===== config.mk =====
export PLATFORM = sky130hd
export DESIGN_NAME = am2901_useq
export DESIGN_NICKNAME = d
export VERILOG_FILES = /design/src/rtl/am2901_useq.sv
export SDC_FILE = /design/constraint.sdc
export NUM_CORES = 1
export LEC_CHECK = 0
export CORE_MARGIN = 4
export CORE_UTILIZATION = 51
export DETAILED_ROUTE_END_ITERATION = 8
export DONT_BUFFER_PORTS = 1
export GPL_TIMING_DRIVEN = 0
export PLACE_DENSITY = 0.68
export SETUP_SLACK_MARGIN = 0.05
export SLEW_MARGIN = 20
export SYNTH_ARGS = -nofsm -noshare
export SYNTH_HDL_FRONTEND = slang
export SYNTH_SLANG_ARGS = --single-unit

===== constraint.sdc =====
create_clock -name cp -period 3.7 [get_ports cp]
set_input_delay 0.555 -clock cp [delete_from_list [all_inputs] [get_ports cp]]
set_output_delay 0.555 -clock cp [all_outputs]
set_load 0.01 [all_outputs]

===== src/rtl/am2901_useq.sv =====
// Reduced Am2910-style microprogram sequencer: computes the next microaddress
// from opcode, condition and branch field; holds uPC, a LIFO stack and a loop counter.
module am2901_useq #(
    parameter int AW      = 8,
    parameter int STACK_D = 5
) (
    input  logic          cp,
    input  logic          rst,
    input  logic [2:0]    i,
    input  logic          cc,
    input  logic [AW-1:0] d,
    output logic [AW-1:0] y,
    output logic          full,
    output logic          empty,
    output logic          r_zero
);

    localparam int SPW = $clog2(STACK_D + 1);

    typedef enum logic [2:0] {
        OP_JZ   = 3'd0,
        OP_CJP  = 3'd1,
        OP_CJS  = 3'd2,
        OP_CRTN = 3'd3,
        OP_CONT = 3'd4,
        OP_LDCT = 3'd5,
        OP_PUSH = 3'd6,
        OP_RPCT = 3'd7
    } op_e;

    typedef struct packed {
        logic clr;
        logic push;
        logic pop;
        logic ld_r;
        logic dec_r;
    } ctl_t;

    logic [AW-1:0]  upc;
    logic [AW-1:0]  r;
    logic [AW-1:0]  stk [STACK_D];
    logic [SPW-1:0] sp;
    logic [SPW-1:0] top_idx;
    logic [AW-1:0]  y_nxt;
    ctl_t           ctl;

    assign full    = (sp == SPW'(STACK_D));
    assign empty   = (sp == '0);
    assign r_zero  = (r == '0);
    // Guarded index keeps the top-of-stack read in range when the stack is empty.
    assign top_idx = empty ? '0 : SPW'(sp - SPW'(1));

    always_comb begin
        y_nxt = upc;
        ctl   = '0;
        case (op_e'(i))
            OP_JZ: begin
                y_nxt   = '0;
                ctl.clr = 1'b1;
            end
            OP_CJP: if (cc) y_nxt = d;
            OP_CJS: if (cc) begin
                y_nxt    = d;
                ctl.push = 1'b1;
            end
            OP_CRTN: if (cc && !empty) begin
                y_nxt   = stk[top_idx];
                ctl.pop = 1'b1;
            end
            OP_CONT: y_nxt = upc;
            OP_LDCT: ctl.ld_r = 1'b1;
            OP_PUSH: begin
                ctl.push = 1'b1;
                ctl.ld_r = cc;
            end
            OP_RPCT: if (!r_zero) begin
                y_nxt     = d;
                ctl.dec_r = 1'b1;
            end
            default: y_nxt = upc;
        endcase
    end

    // Reset must show up on y immediately, not only after the next edge.
    assign y = rst ? '0 : y_nxt;

    always_ff @(posedge cp or posedge rst) begin
        if (rst) begin
            upc <= '0;
            r   <= '0;
            sp  <= '0;
            for (int k = 0; k < STACK_D; k++) stk[k] <= '0;
        end else begin
            upc <= y_nxt + AW'(1);
            if (ctl.clr) begin
                sp <= '0;
            end else if (ctl.push) begin
                // A push into a full stack silently replaces the top entry.
                if (!full) begin
                    stk[sp] <= upc;
                    sp      <= sp + SPW'(1);
                end else begin
                    stk[STACK_D-1] <= upc;
                end
            end else if (ctl.pop) begin
                sp <= sp - SPW'(1);
            end
            if (ctl.ld_r)       r <= d;
            else if (ctl.dec_r) r <= r - AW'(1);
        end
    end

endmodule


==> reports/qor.yml <==
clock_tree_from_tritoncts: "yes"
dr.first_iter.drc_count: 174
post_synth.cell_area_avg_um2: 11.0
nets: 337
wire_length_of_the_first_global_routing_pass_um: 12200
initial_core_util_pct: 52.2
grt_overflow_total: 0
vias: 2372
port-buffer-count: 0
finalClockSkew_ps: 10.4
cell_count_after_synthesis: 299
fin_ws_ps: 158
tns_ps: 0
timing.max_cap.violations: 0
i_o_pin_count: 25
ant_nets: 0
worstRegToRegCells: 13
rr_startpoint: "sp[0]"
syn_area_um2: 3300
synth-edff-count: 0
final-setup-viol-count: 0
status: "finished, final reports clean"
cts_sink_cnt: 59
grt_setup_unrepaired: "no"
internal-power_mw: 1.74
irDropWorstVdd_mv: 0.415
grt_use_total_pct: 21.0
critical_path.endpoint_type: "output pin"
yosysTopAreaCellShare_pct: 44.8
synth_flop_cell: "sky130_fd_sc_hd__dfrtp_1"
clockRootBuffer: "sky130_fd_sc_hd__clkbuf_8"
clk_pin_slew_worst_paths_ps: 70
reg2reg_setup_slack_ps: 440
antenna_found_initial: 0
crit_path_start_kind: "register"
asyncSetResetFlopFracSynth_pct: 100
synth_most_common_cell: "sky130_fd_sc_hd__dfrtp_1"
finalHoldViolations: 0
design.die.area_um2: 7820
grt_start_max_net_pins: 44
switching_power_uw: 944
crit_start: "sp[0]"
timing.critical_path.required_ps: 3140
p_seq_share_pct: 40.2
criticalPathCategory: "reg2out"
portion_of_the_clock_cycle_consumed_by_the_worst_path_in_the_final_layout_pct: 95.7
place_ws_ps: -245
post-dp-hpwl_um: 5410
drcViolationCount: 0
sequential_fraction_of_the_synthesis_area_pct: 44.8
tritoncts_buffer_count: 9
area_of_the_placeable_core_um2: 6310
yosys_register_bits: 59
timing_worst_slew_pin_value_ps: 918
arrival_ps: 2990
max_clock_freq_mhz: 282
wl_um: 7510
power.share.clock_pct: 19.0
gp_routability_congestion: 0.801
detail_route.wl_per_cell_um: 18.9
placementRows: 29
ctsHtreeMaxLevel: 3
ctsHoldBuffers: 0
crit_path_max_fanout: 10
vias_in_the_first_global_route: 2403
vias_per_cell: 5.96
sw_frac_of_total_pct: 35.2
insertedDiodeCount: 0
flow.area_growth_from_synthesis_pct: 14.4
synthesized_net_count: 320
slew_viol_final: 0
final_core_utilization_pct: 59.8
share_comb_of_total_power_pct: 40.8
slew_headroom_pct: 38.6
path_category_of_the_worst_min_delay_check: "in2async"
power.density_nw_per_um2: 710
hold_slack_ps: 23.4
final_layout_size_suffix_gt1_share_pct: 30.2
drt_pre_antenna_iters: 4
synth_commonest_cells: "59 x sky130_fd_sc_hd__dfrtp_1, 37 x sky130_fd_sc_hd__mux2_2, 23 x sky130_fd_sc_hd__nand2_1"
n_fill_cell: 533
yosys.cell_types.count: 64
r2r-end: "upc[7]"
die_w_um: 88.4
die_height_um: 88.4
clockBufferDepth: 2
finalCriticalPeriod_ps: 3540
ys.warnings.count: 0
power.leakage_nw: 1.60
post_synth_main_area_contributors: "sky130_fd_sc_hd__dfrtp_1 45%, sky130_fd_sc_hd__mux2_2 13%, sky130_fd_sc_hd__o21ai_0 3.0%"
clock_latency_reported_for_the_late_side_of_the_worst_skew_pair_ps: 340
synthDominantAreaCellType: "sky130_fd_sc_hd__dfrtp_1"
[layout by cell type (no fill, tap or decap), types with 5 or more instances in the layout]
master,Yosys,final
sky130_fd_sc_hd__ha_1,7,5
sky130_fd_sc_hd__mux2_2,37,37
sky130_fd_sc_hd__and2_1,5,5
sky130_fd_sc_hd__a21oi_1,5,5
sky130_fd_sc_hd__inv_1,17,14
sky130_fd_sc_hd__mux2i_1,7,6
sky130_fd_sc_hd__dfrtp_1,59,58
sky130_fd_sc_hd__o21ai_0,20,20
sky130_fd_sc_hd__clkbuf_8,0,10
sky130_fd_sc_hd__nand3_1,6,6
sky130_fd_sc_hd__nand2_1,23,23
sky130_fd_sc_hd__nor2_1,19,19
sky130_fd_sc_hd__xnor2_1,5,5
[per-stage QoR]
| step | power, mW | cell area, um2 | cells |
|---|---|---|---|
| floorplan | 1.75 | 3300 | 299 |
| global placement | 1.95 | 3390 | 376 |
| detailed placement | 1.99 | 3430 | 377 |
| CTS | 2.63 | 3690 | 396 |
| global route | 2.87 | 3770 | 398 |
| finish | 2.68 | 3770 | 398 |
[logic make-up (layout without fill, tap and decap cells)]
group	count (synthesis)	after routing	share of synthesized area, %
AND/OR/NAND/NOR	82	82	14.0
buffers and inverters	26	48	3.11
XOR/XNOR	9	9	2.39
AO/OA/AOI/OAI	69	69	16.3
multiplexers	47	47	16.8
flip-flops	59	59	44.8
adder cells (fa/ha/maj)	7	7	2.66
[critical path, cell delays in order, from the launching register on]
cell	delay (ps)
sky130_fd_sc_hd__dfrtp_1	370
sky130_fd_sc_hd__buf_6	170
sky130_fd_sc_hd__inv_2	80
sky130_fd_sc_hd__ha_4	180
sky130_fd_sc_hd__ha_4	170
sky130_fd_sc_hd__buf_4	160
sky130_fd_sc_hd__nor2_4	180
sky130_fd_sc_hd__mux4_2	550
sky130_fd_sc_hd__nor3b_1	180
sky130_fd_sc_hd__a2111oi_4	460
sky130_fd_sc_hd__nor2_1	140
[worst max path at each step]
stage	end	slack (ps)
after global routing	y[0]	30
after detailed placement	y[3]	-250
after global placement	y[3]	-210
after floorplan	y[3]	300
final	y[3]	160
after CTS	y[2]	40
[flip-flops by register name (all words and copies together) (netlist names)]
name	count
stk	40
sp	3
r	8
upc	8
[layout make-up]
cell class	count	area (um2)	share of cell area, %
multi-input combinational	214	1810	48.1
sequential	59	1480	39.2
clock buffer	12	145	3.85
timing repair buffer	6	97.6	2.59
tap	77	96.3	2.55
inverter	17	66.3	1.76
buffer	9	50.0	1.33
clock inverter	4	26.3	0.697
[per-layer routing]
layer / GRT usage [%] / part of all wire [%] / vias up / wire length (um)
met3: 7.08 / 4.8 / 10 / 357
met1: 28.7 / 46 / 1179 / 3480
met4: 4.81 / 1.3 / 0 / 97
met5: 0 / 0 / - / 0
li1: - / - / 1146 / -
met2: 32.4 / 48 / 37 / 3570
[power by group through the flow]
stage	clock, mW	combinational (mW)	sequential (mW)
4_1_cts	0.525	1.04	1.07
3_3_place_gp	0	0.884	1.07
5_1_grt	0.554	1.20	1.11
2_1_floorplan	0	0.736	1.02
3_5_place_dp	0	0.912	1.08
6_report	0.509	1.09	1.08
[what timing repair did]
action,CTS,global route
pin swaps,3,2
gates resized for setup,13,9
setup endpoints to repair,12,8
cloned,1,0
buffers inserted,2,2
Power figures use the tool's default switching activity.
